`src/rtl/capture_ctrl_pkg.sv`:
```
// Shared scope constants: sample/bank geometry, waveform window placement,
// capture FSM encoding and the window test used by the display read path.
package capture_ctrl_pkg;

  localparam int DATA_W = 8;
  localparam int ADDR_W = 6;
  localparam int X_OFF  = 10;
  localparam int W      = 50;

  localparam logic [3:0] COL_BG   = 4'h0;
  localparam logic [3:0] COL_GRID = 4'h8;
  localparam logic [3:0] COL_WAVE = 4'hA;

  typedef enum logic [1:0] {
    IDLE = 2'd0,
    WAIT = 2'd1,
    FILL = 2'd2,
    DONE = 2'd3
  } state_t;

  function automatic logic in_window(input logic [9:0] x);
    return (x >= 10'(X_OFF)) && (x < 10'(X_OFF + W));
  endfunction

endpackage

```
`src/rtl/capture_ctrl_if.sv`:
```
// Sample RAM bus: capture-side write port and renderer-side read address.
interface capture_ctrl_if;
  import capture_ctrl_pkg::*;

  logic              wr_en;
  logic [ADDR_W:0]   wr_addr;
  logic [DATA_W-1:0] wr_data;
  logic [ADDR_W:0]   rd_addr;
  logic              rd_valid;

  modport master (output wr_en, output wr_addr, output wr_data,
                  output rd_addr, output rd_valid);
  modport slave  (input  wr_en, input  wr_addr, input  wr_data,
                  input  rd_addr, input  rd_valid);

endinterface

```
`src/rtl/capture_ctrl_trig_detect.sv`:
```
// Rising-edge trigger: fires when the stream crosses trig_level upwards
// between two consecutive valid samples.
module capture_ctrl_trig_detect
  import capture_ctrl_pkg::*;
(
  input  logic              clk,
  input  logic              reset,
  input  logic [DATA_W-1:0] sample,
  input  logic              sample_valid,
  input  logic [DATA_W-1:0] trig_level,
  output logic              trig_hit
);

  logic [DATA_W-1:0] prev_q, prev_d;
  logic              have_prev_q, have_prev_d;

  always_comb begin
    prev_d      = prev_q;
    have_prev_d = have_prev_q;
    if (sample_valid) begin
      prev_d      = sample;
      have_prev_d = 1'b1;
    end
  end

  always_ff @(posedge clk or negedge reset) begin
    if (!reset) begin
      prev_q      <= '0;
      have_prev_q <= 1'b0;
    end else begin
      prev_q      <= prev_d;
      have_prev_q <= have_prev_d;
    end
  end

  assign trig_hit = sample_valid && have_prev_q &&
                    (prev_q < trig_level) && (sample >= trig_level);

endmodule

```
`src/rtl/capture_ctrl.sv`:
```
// Capture sequencer for the scope: triggers, fills the back bank of the
// sample RAM and swaps banks at frame start; also maps raster x to a read address.
module capture_ctrl
  import capture_ctrl_pkg::*;
#(
  parameter int AUTO_N = 1000
) (
  input  logic              clk,
  input  logic              reset,
  input  logic [9:0]        x_px,
  input  logic [9:0]        y_px,
  input  logic [DATA_W-1:0] sample,
  input  logic              sample_valid,
  input  logic              run,
  input  logic [DATA_W-1:0] trig_level,
  capture_ctrl_if.master    bus,
  output logic              disp_bank,
  output logic              swapped,
  output logic              auto_trig,
  output logic [1:0]        state
);

  localparam int CW = $clog2(AUTO_N + 1);
  localparam logic [CW-1:0]     AUTO_LAST = CW'(AUTO_N - 1);
  localparam logic [ADDR_W-1:0] IDX_LAST  = ADDR_W'(W - 1);

  state_t            state_q, state_d;
  logic [ADDR_W-1:0] index_q, index_d;
  logic [CW-1:0]     auto_cnt_q, auto_cnt_d;
  logic              auto_trig_q, auto_trig_d;
  logic              disp_bank_q, disp_bank_d;
  logic              swapped_q, swapped_d;
  logic              wr_en_q, wr_en_d;
  logic [ADDR_W:0]   wr_addr_q, wr_addr_d;
  logic [DATA_W-1:0] wr_data_q, wr_data_d;
  logic [ADDR_W:0]   rd_addr_q, rd_addr_d;
  logic              rd_valid_q, rd_valid_d;
  logic              fs_prev_q;
  logic              frame_start, fs_rise, trig_hit, auto_hit;

  capture_ctrl_trig_detect u_trig (
    .clk          (clk),
    .reset        (reset),
    .sample       (sample),
    .sample_valid (sample_valid),
    .trig_level   (trig_level),
    .trig_hit     (trig_hit)
  );

  assign frame_start = (x_px == 10'd0) && (y_px == 10'd0);
  assign fs_rise     = frame_start && !fs_prev_q;
  assign auto_hit    = sample_valid && (auto_cnt_q == AUTO_LAST);

  always_ff @(posedge clk or negedge reset) begin
    if (!reset) state_q <= IDLE;
    else        state_q <= state_d;
  end

  // Abort (run low) takes priority over any trigger or fill progress.
  always_comb begin
    state_d = state_q;
    case (state_q)
      IDLE: if (run) state_d = WAIT;
      WAIT: begin
        if (!run)                                 state_d = IDLE;
        else if (sample_valid && (trig_hit || auto_hit)) state_d = FILL;
      end
      FILL: begin
        if (!run)                                   state_d = IDLE;
        else if (sample_valid && index_q == IDX_LAST) state_d = DONE;
      end
      DONE: if (fs_rise) state_d = run ? WAIT : IDLE;
      default: state_d = IDLE;
    endcase
  end

  always_comb begin
    index_d     = index_q;
    auto_cnt_d  = auto_cnt_q;
    auto_trig_d = auto_trig_q;
    disp_bank_d = disp_bank_q;
    swapped_d   = 1'b0;
    wr_en_d     = 1'b0;
    wr_addr_d   = wr_addr_q;
    wr_data_d   = wr_data_q;
    case (state_q)
      IDLE: if (run) begin
        index_d    = '0;
        auto_cnt_d = '0;
      end
      WAIT: begin
        if (!run) begin
          index_d = '0;
        end else if (sample_valid) begin
          if (trig_hit || auto_hit) begin
            wr_en_d     = 1'b1;
            wr_addr_d   = {~disp_bank_q, {ADDR_W{1'b0}}};
            wr_data_d   = sample;
            index_d     = ADDR_W'(1);
            auto_trig_d = !trig_hit;
          end else begin
            auto_cnt_d = auto_cnt_q + 1'b1;
          end
        end
      end
      FILL: begin
        if (!run) begin
          index_d = '0;
        end else if (sample_valid) begin
          wr_en_d   = 1'b1;
          wr_addr_d = {~disp_bank_q, index_q};
          wr_data_d = sample;
          index_d   = (index_q == IDX_LAST) ? '0 : index_q + 1'b1;
        end
      end
      DONE: if (fs_rise) begin
        disp_bank_d = ~disp_bank_q;
        swapped_d   = 1'b1;
        index_d     = '0;
        auto_cnt_d  = '0;
      end
      default: ;
    endcase
  end

  // Read path uses the pre-swap bank; the swap lands one cycle later.
  always_comb begin
    rd_valid_d = in_window(x_px);
    rd_addr_d  = rd_addr_q;
    if (rd_valid_d) rd_addr_d = {disp_bank_q, ADDR_W'(x_px - 10'(X_OFF))};
  end

  always_ff @(posedge clk or negedge reset) begin
    if (!reset) begin
      index_q     <= '0;
      auto_cnt_q  <= '0;
      auto_trig_q <= 1'b0;
      disp_bank_q <= 1'b0;
      swapped_q   <= 1'b0;
      wr_en_q     <= 1'b0;
      wr_addr_q   <= '0;
      wr_data_q   <= '0;
      rd_addr_q   <= '0;
      rd_valid_q  <= 1'b0;
      fs_prev_q   <= 1'b0;
    end else begin
      index_q     <= index_d;
      auto_cnt_q  <= auto_cnt_d;
      auto_trig_q <= auto_trig_d;
      disp_bank_q <= disp_bank_d;
      swapped_q   <= swapped_d;
      wr_en_q     <= wr_en_d;
      wr_addr_q   <= wr_addr_d;
      wr_data_q   <= wr_data_d;
      rd_addr_q   <= rd_addr_d;
      rd_valid_q  <= rd_valid_d;
      fs_prev_q   <= frame_start;
    end
  end

  assign bus.wr_en    = wr_en_q;
  assign bus.wr_addr  = wr_addr_q;
  assign bus.wr_data  = wr_data_q;
  assign bus.rd_addr  = rd_addr_q;
  assign bus.rd_valid = rd_valid_q;
  assign disp_bank    = disp_bank_q;
  assign swapped      = swapped_q;
  assign auto_trig    = auto_trig_q;
  assign state        = state_q;

endmodule

```
`src/flat_wrapper.sv`:
```
// flat-port wrapper written by rule: the top's interface ports become plain ports
module capture_ctrl_flat import capture_ctrl_pkg::*;
#(
  parameter int AUTO_N = 1000
)
  (clk, reset, x_px, y_px, sample, sample_valid, run, trig_level, disp_bank, swapped, auto_trig, state, bus_wr_en, bus_wr_addr, bus_wr_data, bus_rd_addr, bus_rd_valid);
  capture_ctrl_if bus_i ();
  input  logic clk;
  input  logic reset;
  input  logic [9:0] x_px;
  input  logic [9:0] y_px;
  input  logic [DATA_W-1:0] sample;
  input  logic sample_valid;
  input  logic run;
  input  logic [DATA_W-1:0] trig_level;
  output logic disp_bank;
  output logic swapped;
  output logic auto_trig;
  output logic [1:0] state;
  output wire logic [$bits(bus_i.wr_en)-1:0] bus_wr_en;
  output wire logic [$bits(bus_i.wr_addr)-1:0] bus_wr_addr;
  output wire logic [$bits(bus_i.wr_data)-1:0] bus_wr_data;
  output wire logic [$bits(bus_i.rd_addr)-1:0] bus_rd_addr;
  output wire logic [$bits(bus_i.rd_valid)-1:0] bus_rd_valid;
  assign bus_wr_en = bus_i.wr_en;
  assign bus_wr_addr = bus_i.wr_addr;
  assign bus_wr_data = bus_i.wr_data;
  assign bus_rd_addr = bus_i.rd_addr;
  assign bus_rd_valid = bus_i.rd_valid;
  capture_ctrl #(.AUTO_N(AUTO_N)) u_core (.clk(clk), .reset(reset), .x_px(x_px), .y_px(y_px), .sample(sample), .sample_valid(sample_valid), .run(run), .trig_level(trig_level), .bus(bus_i), .disp_bank(disp_bank), .swapped(swapped), .auto_trig(auto_trig), .state(state));
endmodule
```
`config.mk`:
```
export PLATFORM = sky130hd
export DESIGN_NAME = capture_ctrl_flat
export DESIGN_NICKNAME = d
export VERILOG_FILES = /design/src/rtl/capture_ctrl_pkg.sv /design/src/rtl/capture_ctrl_if.sv /design/src/rtl/capture_ctrl_trig_detect.sv /design/src/rtl/capture_ctrl.sv /design/src/flat_wrapper.sv
export SDC_FILE = /design/constraint.sdc
export NUM_CORES = 1
export LEC_CHECK = 0
export CAP_MARGIN = 20
export CORE_MARGIN = 1.5
export CORE_UTILIZATION = 52
export DETAILED_ROUTE_END_ITERATION = 16
export HOLD_SLACK_MARGIN = 0.02
export PLACE_DENSITY = 0.81
export SLEW_MARGIN = 10
export SYNTH_ARGS = -nofsm -noshare
export SYNTH_HDL_FRONTEND = slang
export SYNTH_SLANG_ARGS = --single-unit
```
`constraint.sdc`:
```
create_clock -name clk -period 2.73 [get_ports clk]
set_input_delay 0.546 -clock clk [delete_from_list [all_inputs] [get_ports clk]]
set_output_delay 0.546 -clock clk [all_outputs]
set_load 0.02 [all_outputs]
```
==> Word-level counts from Yosys, hierarchy flattened <==
Cells that the tools add are included.
{ "word_totals": {"input_bits": 40, "register_bits": 55, "output_inout_bits": 29, "word_cells": 106} }
{ "classes": {"muxes": 43, "eq_ne": 18, "magnitude_cmp": 4, "reduce_logical": 23, "n_bitwise": 1, "n_addsub": 3} }
{ "op_table": {"columns": ["operator", "count"], "rows": [
  ["10-bit 2-to-1 mux", 5],
  ["6-bit 2-to-1 mux", 8],
  ["8-bit 2-to-1 mux", 5],
  ["7-bit 2-to-1 mux", 5],
  ["10-bit one-hot mux with 3 select lines", 1],
  ["6-bit one-hot mux with 4 select lines", 1],
  ["10-bit logical NOT", 2],
  ["8-bit one-hot mux with 2 select lines", 1],
  ["7-bit one-hot mux with 2 select lines", 1],
  ["2-bit 2-to-1 mux", 6],
  ["2-bit != test, second input constant", 6],
  ["6-bit AND reduction", 2],
  ["10-bit by 1-bit adder with 10-bit output, second input constant", 1],
  ["10-bit == test, second input constant", 1],
  ["10-bit by 4-bit >= comparator with 1-bit output, second input constant", 1],
  ["10-bit by 6-bit less-than comparator with 1-bit output, second input constant", 1],
  ["1-bit logical AND", 9],
  ["3-bit by 2-bit != test with 1-bit output, second input constant", 3],
  ["8-bit >= comparator", 1],
  ["8-bit less-than comparator", 1],
  ["1-bit 2-to-1 mux", 8],
  ["2-bit one-hot mux with 4 select lines", 1],
  ["4-bit AND reduction", 2],
  ["6-bit by 1-bit adder with 6-bit output, second input constant", 1],
  ["15 further kinds", 19]
]} }

==> Logic depth before layout (Yosys ltp) <==
Gate-level depths: netlist (run 1).
{ "logic_depth": {"depth_word": 8, "mapped_depth": 9, "mapped_depth_nobuf": 8} }

==> Modules after synthesis <==
Synthesis (run 1) repeated with hierarchy kept, for this count alone.
{ "unflattened": {"hier_cells": 292, "area_unflattened_um2": 3111.7} }
{ "modules_own_cells": {"columns": ["mod", "area_each_um2", "seq_area_each_um2", "n_inst", "cells_per_inst"], "rows": [
  ["capture_ctrl", 2432.3, 1151.1, 1, 230],
  ["capture_ctrl_trig_detect", 679.4, 225.2, 1, 62]
]} }

==> Worst setup path before layout (run 1) <==
Ideal clock, no wire load.
{ "synth_path": {"path_type": "input port to flip-flop", "startpoint": "input port trig_level[2]", "endpoint": "register u_core.wr_data_q[5] (netlist: u_core.bus.wr_data[5])", "setup_slack_ps": 130, "path_stages": 9, "setup_time_ps": 125, "required_time_ps": 2605, "arrival_ps": 2475, "n_path_buf": 1, "path_cell_list": "inv_1 -> ha_1 -> a211oi_1 -> o21ai_0 -> a21oi_2 -> a31oi_2 -> a211oi_4 -> buf_6 -> mux2_4"} }
{ "synth_between": {"elab_chain_len": 6, "elab_cells_between_ends": 7, "classes_between": "order compare: 2; eq/ne: 1; reduce/logical: 4"} }
{ "synth_rtl": {"columns": ["item", "line_no", "text"], "rows": [
  ["start, declared", "flat_wrapper.sv:15", "input logic [DATA_W-1:0] trig_level;"],
  ["8-bit less-than comparator", "capture_ctrl_trig_detect.sv:37", "(prev_q < trig_level) && (sample >= trig_level);"],
  ["1-bit logical AND", "capture_ctrl_trig_detect.sv:36", "assign trig_hit = sample_valid && have_prev_q &&"],
  ["1-bit logical AND *", "capture_ctrl_trig_detect.sv:37", null],
  ["1-bit logical OR *", "capture_ctrl.sv:95", "if (trig_hit || auto_hit) begin"],
  ["2-bit by 1-bit != test with 1-bit output (no line) *", null, null],
  ["6-bit AND reduction (no line) *", null, null],
  ["end signal, assigned", "capture_ctrl.sv:154", "wr_data_q <= wr_data_d;"],
  ["end, declared", "capture_ctrl.sv:35", "logic [DATA_W-1:0] wr_data_q, wr_data_d;"]
]} }
Every way passes the cells marked *; elsewhere a longest branch is shown, timed or not.
A chain may end at the register's enable or synchronous reset.

==> Final worst setup path (run 1) <==
{ "layout_path": {"startpoint": "input port trig_level[0]", "endpoint": "register u_core.wr_data_q[3] (netlist: u_core.bus.wr_data[3])"} }
The elaborated chain is that of the path after synthesis.

==> results of run 1 <==
-- cells by family after synthesis --
logic type | count (synthesis) | synth area share
AOI/OAI and AO/OA | 67 | 0.159
xor gates and xnor gates | 4 | 0.0105
adders and majority gates | 24 | 0.0901
buffers and inverters | 41 | 0.0507
DFF | 55 | 0.413
muxes | 33 | 0.111
and+or+nand+nor | 100 | 0.165
-- registers in the layout, summed over array words and instances (netlist names), 2 cells and up --
signal and flops:
u_core.u_trig.prev_q 8, u_core.bus.wr_data 8, u_core.bus.wr_addr 7, u_core.auto_cnt_q 10
u_core.bus.rd_addr 7, u_core.index_q 6, u_core.state 2
-- critical path: cells and delay by family --
family / cells / cell delay [ns]
adders and majority gates: 1 / 0.29
muxes: 1 / 0.34
AOI/OAI and AO/OA: 4 / 0.73
buffers and inverters: 3 / 0.75
and+or+nand+nor: 1 / 0.13
-- final timing paths --
path / to / slack (ns) / cells after the start
setup / recovery: u_core.bus.wr_data[3] / 0.12 / 10
hold / removal: u_core.u_trig.prev_q[1] / 0.21 / 2
setup reg to reg: u_core.auto_cnt_q[7] / 0.36 / 10
hold reg to reg: u_core.u_trig.have_prev_q / 0.49 / 1
max in group asynchronous: u_core.index_q[3] / 2.25 / 2
min in group clk: u_core.u_trig.have_prev_q / 0.49 / 1
-- cell usage after synthesis (all sizes together), types with 4 or more instances --
cell type	n	share of area
a21oi	12	0.019
a31oi	7	0.020
and3	5	0.0094
buf	7	0.012
clkbuf	8	0.0090
dfrtp	55	0.41
ha	24	0.090
inv	26	0.029
mux2	23	0.081
mux2i	10	0.030
nand2	25	0.028
nand3	9	0.014
nand3b	4	0.0090
nand4	6	0.011
nor2	18	0.023
nor2b	4	0.0075
nor3	5	0.0090
nor4	5	0.011
o211ai	7	0.016
o21ai	9	0.014
-- through the flow --
step	cell area, um^2	hold slack (ns)	worst slack [ns]	power, mW	utilization
after floorplan	3330	0.250	0.130	1.88	-
after global placement	4390	0.459	-0.367	2.43	0.724
after detailed placement	4390	0.469	-0.438	2.48	0.724
after CTS	4630	0.234	0.00240	3.00	0.763
after global routing	4740	0.236	0.0508	3.18	0.781
final	4740	0.213	0.118	3.01	0.781
-- layout make-up --
cell class	count	area, um^2	area share
Clock inverter	2	12.5	0.00264
Inverter	26	97.6	0.0206
Timing Repair Buffer	116	1090	0.230
Tap cell	75	93.8	0.0198
Multi-Input combinational cell	228	1990	0.421
Clock buffer	6	72.6	0.0153
Sequential cell	55	1380	0.291
-- per-layer routing --
metal  vias up  wire length, um  part of all wire  global-route usage
met4         0              307             0.034               0.115
met1      1486             3750              0.42               0.318
li1       1405                -                 -                   -
met2       102             4530              0.50               0.444
met3        31              398             0.044              0.0537
met5         -                0                 0                   0
-- power by group through the flow --
stage	sequential, mW	clock, mW	combinational (mW)
4_1_cts	1.10	0.464	1.44
6_report	1.11	0.454	1.45
3_5_place_dp	1.10	0	1.37
3_3_place_gp	1.10	0	1.33
5_1_grt	1.12	0.494	1.56
2_1_floorplan	1.23	0	0.649
-- repair_timing --
item / in CTS / in global routing
buffers inserted: 6 / 3
hold endpoints to repair: 0 / 0
cloned: 1 / 0
setup endpoints to repair: 19 / 28
pin swaps: 10 / 12
gates resized for setup: 21 / 31
==> results.sh, run 1 <==
export IMPL_outcome="finished clean"
export IMPL_rsz0062_at_grt="false"
export IMPL_worstPathMaxFanout=5
export IMPL_setup_viol=0
export IMPL_dp_cells=494
export IMPL_ys_seq_area_frac=0.413
export IMPL_wirelength_mm=8.99
export IMPL_portBuffers=68
export IMPL_cp_common_cell="a31oi_4"
export IMPL_grt_max_degree=56
export IMPL_coreArea_mm2=0.00606
export IMPL_worstSetupPathType="primary input to flip-flop"
export IMPL_p_sw_mw=1.14
export IMPL_drive_gt1_frac=0.279
export IMPL_ctsHoldBuffers=0
export IMPL_cp_data_arrival_time_ns=2.82
export IMPL_yosysUniqueCellTypes=63
export IMPL_ys_flop_type="dfrtp_1"
export IMPL_floorplan_initialDensity=0.550
export IMPL_pwr_share_seq=0.367
export IMPL_ant_nets=0
export IMPL_routedWlPerCell_um=17.7
export IMPL_yosysWarnings=0
export IMPL_worst_slew_pin_slew_ns=0.449
export IMPL_area_growth_syn_to_layout_pct=42.0
export IMPL_p_leak_nw=2.09
export IMPL_swShare=0.379
export IMPL_cp_data_required_time_ns=2.94
export IMPL_min_path_type="primary input to async pin"
export IMPL_fin_worst_skew_ns=0.00859
export IMPL_p_per_area_mw_per_mm2=635
export IMPL_layout_commonest_cell="dfrtp_1"
export IMPL_die_area_mm2=0.00690
export IMPL_fin_setup_tns_ns=0
export IMPL_clkTransAtPathRegs_ns=0.10
export IMPL_synthCells=324
export IMPL_clockBufferDepth=2
export IMPL_fin_crit_sh=0.957
export IMPL_avgSynthCellArea_um2=10.3
export IMPL_cts_buffers=5
export IMPL_clock_sinks=55
export IMPL_start_kind="primary input"
export IMPL_via_per_inst=5.95
export IMPL_root_buffer="clkbuf_8"
export IMPL_drc=0
export IMPL_h_tree_depth=2
export IMPL_r2r_start="u_core.u_trig.prev_q[1]"
export IMPL_p_clk_frac=0.151
export IMPL_internal_power_mw=1.87
export IMPL_synthArstFlopShare=1.00
export IMPL_yosys_register_bits=55
export IMPL_clk_latency_ns=0.31
export IMPL_ir_worst_vdd_mv=0.547
export IMPL_n_fill_cell=373
export IMPL_drtPass1Iterations=5
export IMPL_crit_path_cell_trace="clkdlybuf4s50_1 > ha_1 > nand2b_4 > a31oi_4 > o221ai_2 > buf_4 > a31oi_4 > a211oi_4 > buf_6 > mux2_2"
export IMPL_cts_tree="yes"
export IMPL_crit_path_end_kind="flip-flop"
export IMPL_antenna_found_initial=0
export IMPL_nNetsFinal=496
export IMPL_grt_use_total=0.260
export IMPL_grt_first_pass_wirelength_mm=14.8
export IMPL_vias=3024
export IMPL_relSlewSlack=0.698
export IMPL_synthesis_nets=388
export IMPL_finalHoldViolCount=0
export IMPL_startpoint="trig_level[0]"
export IMPL_finalCriticalPeriod_ns=2.61
export IMPL_synth_edf_count=0
export IMPL_drtIter0Drc=151
export IMPL_num_rows=28
export IMPL_combPwrFrac=0.481
export IMPL_die_h_um=83.1
export IMPL_dieWidth_um=83.1
export IMPL_netlist_area_mm2=0.00333
export IMPL_final_cells=508
export IMPL_gp_congestion=0.861
export IMPL_drv_cap=0
export IMPL_slew_viol_final=0
export IMPL_dp_hpwl_mm=5.92
export IMPL_cpPeakStageDelay_ns=0.42
export IMPL_grt_pass1_vias=3116
export IMPL_grt_ovfl_total=0
export IMPL_slowest_stage="clkdlybuf4s50_1"
export IMPL_ios=69
export IMPL_mostFrequentLayoutCells="55 x dfrtp_1, 52 x clkdlybuf4s50_1, 44 x buf_4"
export IMPL_antennaDiodeCount=0
export IMPL_fmaxAchievable_mhz=383
(Power assumes the default switching activity.)
==> inputs of run 2 (changes only) <==
- RECOVER_POWER: not set -> 100
==> run 2 against run 1 <==
  * Largest power group unchanged
  * Clock power is essentially flat
  * Via count shrank 0.23%
  * Cell area shrank 1.1%
  * Utilization shrank 0.83 points
  * Non-clock buffer count is the same
  * Routed wire length shrank 0.68%
  * First-iteration DRC count shrank 4.6%
  * Sequential power is essentially flat
  * Die area is the same
  * Critical path depth shrank 2
  * Combinational power shrank 6%
  * Count of clock-buffer cells in the layout is the same
==> results.sh, run 2 (synthesis results as in run 1) <==
export IMPL_outcome="finished clean"
export IMPL_met3_usage=0.0537
export IMPL_use_met2=0.444
export IMPL_regArea_mm2=0.00138
export IMPL_setup_ws_ns=0.0757
export IMPL_whs_ns=0.493
export IMPL_crit_path_cell_trace="dlygate4sd3_1 > or4_1 > nor2_4 > buf_4 > a31oi_4 > or4b_1 > nor3_1 > a211o_1"
export IMPL_area_growth_syn_to_layout_pct=40.5
export IMPL_dp_hpwl_mm=5.92
export IMPL_fin_setup_tns_ns=0
export IMPL_final_cells=508
export IMPL_die_h_um=83.1
export IMPL_cts_buffers=5
export IMPL_fin_worst_skew_ns=0.00923
export IMPL_finalCriticalPeriod_ns=2.65
export IMPL_r2r_start="u_core.state[0]"
export IMPL_clkTransAtPathRegs_ns=0.10
export IMPL_ir_worst_vdd_mv=0.503
export IMPL_setup_viol=0
export IMPL_antennaDiodeCount=0
export IMPL_finalHoldViolCount=0
export IMPL_dpl_worst_slack_ns=-0.438
export IMPL_drtPass1Iterations=4
export IMPL_crit_path_end_kind="flip-flop"
export IMPL_p_leak_nw=2.10
export IMPL_n_fill_cell=380
export IMPL_cpPeakStageDelay_ns=0.59
export IMPL_worstHoldPathCells=1
export IMPL_ant_nets=0
export IMPL_grt_use_met1=0.318
export IMPL_startpoint="x_px[2]"
export IMPL_busiest_layer="met2"
export IMPL_rr_endpoint="u_core.index_q[0]"
export IMPL_mostFrequentLayoutCells="55 x dfrtp_1, 35 x buf_4, 31 x dlygate4sd3_1"
export IMPL_worst_slew_pin_slew_ns=1.37
export IMPL_clockBufferDepth=2
export IMPL_vias=3017
export IMPL_hold_path_startpoint="u_core.u_trig.have_prev_q"
export IMPL_coreArea_mm2=0.00606
export IMPL_gp_congestion=0.861
export IMPL_drive_gt1_frac=0.259
export IMPL_cp_data_arrival_time_ns=2.91
export IMPL_fin_crit_sh=0.972
export IMPL_grt_pass1_vias=3116
export IMPL_dieWidth_um=83.1
export IMPL_clock_sinks=55
export IMPL_grt_ovfl_total=0
export IMPL_min_path_type="flip-flop to flip-flop"
export IMPL_fmaxAchievable_mhz=377
export IMPL_rsz0062_at_grt="false"
export IMPL_slowest_stage="or4_1"
export IMPL_drc=0
export IMPL_ios=69
export IMPL_worstHoldEndpoint="u_core.u_trig.have_prev_q"
export IMPL_layout_commonest_cell="dfrtp_1"
export IMPL_r2r_slack_ns=0.29
export IMPL_num_rows=28
export IMPL_top_register="u_core.auto_cnt_q"
export IMPL_grt_max_degree=56
export IMPL_h_tree_depth=2
export IMPL_worstPathMaxFanout=7
export IMPL_drtIter0Drc=144
export IMPL_start_kind="primary input"
export IMPL_worstSetupPathType="primary input to flip-flop"
export IMPL_nNetsFinal=496
export IMPL_grt_use_total=0.260
export IMPL_total_power_mw=2.93
export IMPL_p_per_area_mw_per_mm2=624
export IMPL_slew_viol_final=0
export IMPL_multiInputGateArea_mm2=0.00198
export IMPL_root_buffer="clkbuf_8"
export IMPL_cts_tree="yes"
export IMPL_drv_cap=0
export IMPL_worst_r2r_cell_count=8
export IMPL_grt_first_pass_wirelength_mm=14.8
export IMPL_clk_latency_ns=0.31
export IMPL_largest_reg_flops=10
export IMPL_wirelength_mm=8.93
export IMPL_via_per_inst=5.94
export IMPL_relSlewSlack=0.0866
export IMPL_routedWlPerCell_um=17.6
export IMPL_dp_cells=494
export IMPL_cp_data_required_time_ns=2.99
export IMPL_portBuffers=68
export IMPL_antenna_found_initial=0
export IMPL_floorplan_initialDensity=0.550
export IMPL_die_area_mm2=0.00690
==> run 2: cell count changes in the layout (fill, tap and decap cells not counted), moves of 3 or more <==
cell,delta
clkbuf_1,+6
buf_4,-9
clkbuf_4,+3
dlygate4sd3_1,+31
clkdlybuf4s50_1,-31
==> run 2: worst max-delay path: cells and delay by family <==
family / cells / cell delay [ns]
AND/OR/NAND/NOR: 4 / 1.42
buffers and inverters: 2 / 0.70
AO/OA/AOI/OAI: 2 / 0.24
==> run 2: what timing repair did <==
item | 4_1_cts | 5_1_grt
pin swaps | 10 | 12
resized for setup | 21 | 31
buffers inserted | 6 | 3
gates cloned | 1 | 0
setup endpoints to repair | 19 | 28
hold buffers | 0 | 0
==> run 2: final cells by class <==
| type | count | share of cell area |
|---|---|---|
| clock buffers | 6 | 0.0155 |
| clock inverters | 2 | 0.00267 |
| inverters | 26 | 0.0208 |
| multi-input cells | 228 | 0.422 |
| flip-flops and latches | 55 | 0.294 |
| well taps | 75 | 0.0200 |
| repair buffers | 116 | 0.225 |
==> run 2: power breakdown <==
part / switching [mW] / leakage (nW) / internal [mW]
Sequential: 0.130 / 0.701 / 0.970
Combinational: 0.727 / 1.36 / 0.645
Clock: 0.273 / 0.0412 / 0.180
==> run 2: worst max path at each step <==
stage	to	slack (ns)
finish	u_core.auto_cnt_q[3]	0.08
global route	u_core.bus.wr_data[6]	0.05
CTS	u_core.bus.wr_addr[1]	0.002
detailed placement	u_core.bus.wr_data[1]	-0.44
global placement	u_core.bus.wr_data[0]	-0.37
floorplan	u_core.bus.wr_data[5]	0.13
==> run 2: routing by layer <==
layer / vias to the layer above / share of wire / wire (um)
met4: 0 / 0.034 / 306
met1: 1476 / 0.41 / 3650
met5: - / 0 / 0
li1: 1405 / - / -
met2: 107 / 0.51 / 4530
met3: 29 / 0.049 / 439
==> run 2: metrics by stage <==
step / util / area [um^2]
6_report: 0.773 / 4690
5_1_grt: 0.773 / 4690
4_1_cts: 0.763 / 4630
3_5_place_dp: 0.724 / 4390
3_3_place_gp: 0.724 / 4390
2_1_floorplan: - / 3330
==> inputs of run 3 (changes only) <==
- CORE_ASPECT_RATIO: not set -> 0.5
- CORE_UTILIZATION: 52 -> 55
- DONT_BUFFER_PORTS: not set -> 1
- PLACE_DENSITY: 0.81 -> 0.7
- TNS_END_PERCENT: not set -> 5
==> run 3 against run 2 <==
  * Sequential share of layout area is 9.5 points higher
  * Non-clock buffer count is 107 lower
  * Clock skew is 0.0015 ns lower
  * Utilization is 15 points lower
  * Final cell count is 22% lower
  * Maximum frequency is 5.0% higher
  * Via count is 17% lower
  * Worst hold slack worse by 0.13 ns
  * Register-to-register slack worse by 0.08 ns
  * Setup slack better by 0.13 ns
  * Combinational power is 40% lower
  * Largest power group is now sequential cells
==> results.sh, run 3 (synthesis results as in run 1) <==
export IMPL_dieWidth_um=113
export IMPL_dp_cells=390
export IMPL_mostFrequentLayoutCells="55 x dfrtp_1, 26 x inv_1, 25 x nand2_1"
export IMPL_start_kind="primary input"
export IMPL_cp_data_required_time_ns=2.88
export IMPL_ir_worst_vdd_mv=0.521
export IMPL_crit_path_cell_trace="inv_1 > ha_1 > a211o_1 > a31oi_1 > o221ai_2 > a31oi_2 > clkbuf_1 > a2111oi_0 > a2bb2oi_1"
export IMPL_coreArea_mm2=0.00566
export IMPL_cts_resized=0
export IMPL_root_buffer="clkbuf_16"
export IMPL_dp_hpwl_mm=5.01
export IMPL_num_rows=19
export IMPL_clkTransAtPathRegs_ns=0.07
export IMPL_clk_latency_ns=0.30
export IMPL_finalHoldViolCount=0
export IMPL_fin_worst_skew_ns=0.00770
export IMPL_largest_reg_flops=10
export IMPL_portBuffers=0
export IMPL_cp_num_buf_inv=2
export IMPL_die_h_um=58.1
export IMPL_drtIter0Drc=119
export IMPL_cpPeakStageDelay_ns=0.38
export IMPL_fin_crit_sh=0.926
export IMPL_finalCriticalPeriod_ns=2.53
export IMPL_setup_ws_ns=0.202
export IMPL_floorplan_initialDensity=0.589
export IMPL_cp_top_family="compound AO/OA/AOI/OAI gates"
export IMPL_worstSetupPathType="primary input to flip-flop"
export IMPL_gp_congestion=0.888
export IMPL_multiInputGateArea_mm2=0.00175
export IMPL_drv_cap=0
export IMPL_h_tree_depth=2
export IMPL_regArea_mm2=0.00138
export IMPL_n_fill_cell=483
export IMPL_grt_first_pass_wirelength_mm=11.6
export IMPL_final_cells=398
export IMPL_crit_path_end_kind="flip-flop"
export IMPL_ctsHoldBuffers=1
export IMPL_grt_max_degree=56
export IMPL_hold_path_startpoint="sample_valid"
export IMPL_min_path_type="primary input to flip-flop"
export IMPL_grt_use_total=0.223
export IMPL_area_growth_syn_to_layout_pct=6.15
export IMPL_r2r_start="u_core.u_trig.prev_q[2]"
export IMPL_drive_gt1_frac=0.129
export IMPL_whs_ns=0.361
export IMPL_outcome="finished clean"
export IMPL_startpoint="trig_level[2]"
export IMPL_fin_area_mm2=0.00354
export IMPL_slew_viol_final=0
export IMPL_grt_ovfl_total=0
export IMPL_worstPathMaxFanout=9
export IMPL_cp_data_arrival_time_ns=2.68
export IMPL_cts_buffers=5
export IMPL_total_power_mw=2.75
export IMPL_antennaDiodeCount=0
export IMPL_nNetsFinal=389
export IMPL_relSlewSlack=0.0960
export IMPL_rsz0062_at_grt="false"
export IMPL_p_leak_nw=1.52
export IMPL_ant_nets=0
export IMPL_ios=69
export IMPL_clockBufferDepth=2
export IMPL_worst_slew_pin_slew_ns=1.36
export IMPL_slowest_stage="a31oi_2"
export IMPL_drtPass1Iterations=4
export IMPL_drc=0
export IMPL_antenna_found_initial=0
export IMPL_die_area_mm2=0.00657
export IMPL_wirelength_mm=6.95
export IMPL_routedWlPerCell_um=17.5
export IMPL_via_per_inst=6.27
export IMPL_final_util=0.626
export IMPL_grt_pass1_vias=2524
export IMPL_dpl_cell_area_mm2=0.00343
export IMPL_dpl_worst_slack_ns=0.00767
export IMPL_clock_sinks=55
export IMPL_fin_setup_tns_ns=0
export IMPL_vias=2495
export IMPL_cts_tree="yes"
export IMPL_layout_commonest_cell="dfrtp_1"
export IMPL_postCtsSetupRepairBufs=0
export IMPL_fmaxAchievable_mhz=396
export IMPL_top_register="u_core.auto_cnt_q"
export IMPL_setup_viol=0
export IMPL_p_per_area_mw_per_mm2=778
[run 3: changes by cell type in the layout (fill, tap and decap cells not counted), moves of 10 or more]
cell,previous run,this run
clkdlybuf4s50_1,21,0
ha_1,12,24
ha_4,10,0
dlymetal6s2s_1,11,0
dlygate4sd3_1,31,0
buf_4,35,3
[run 3: worst paths after layout]
kind	slack, ns	to	cells after the start
setup reg to reg	0.21	u_core.index_q[1]	7
min in group asynchronous	0.53	u_core.u_trig.prev_q[1]	1
setup / recovery	0.20	u_core.index_q[2]	9
max in group asynchronous	1.36	u_core.state[0]	1
hold reg to reg	0.48	u_core.u_trig.have_prev_q	1
hold / removal	0.36	u_core.u_trig.have_prev_q	1
[run 3: cell type report]
class / count / share of cell area
multi-input cells: 228 / 0.495
clock inverters: 1 / 0.00848
flip-flops and latches: 55 / 0.389
well taps: 73 / 0.0258
clock buffers: 6 / 0.0364
repair buffers: 9 / 0.0177
inverters: 26 / 0.0276
[run 3: per-layer routing]
metal  wire length (um)  track usage  vias to the layer above
met1               3220        0.284                     1216
li1                   -            -                     1189
met5                  0            0                        -
met4                 55       0.0571                        0
met3                522       0.0805                        8
met2               3160        0.370                       82
[run 3: report_power, final]
| group | leakage, nW | switching, mW | internal (mW) | total, mW |
|---|---|---|---|---|
| combinational | 0.746 | 0.480 | 0.343 | 0.823 |
| clock | 0.0769 | 0.276 | 0.428 | 0.704 |
| sequential | 0.701 | 0.256 | 0.971 | 1.23 |
[run 3: worst register-to-register path: stages (launching register included)]
cell and delay (ns):
dfrtp_1 0.38, ha_1 0.29, a211oi_1 0.23, o21ai_0 0.17, a21oi_2 0.24, a31oi_2 0.20
a31oi_1 0.50, mux2_2 0.40
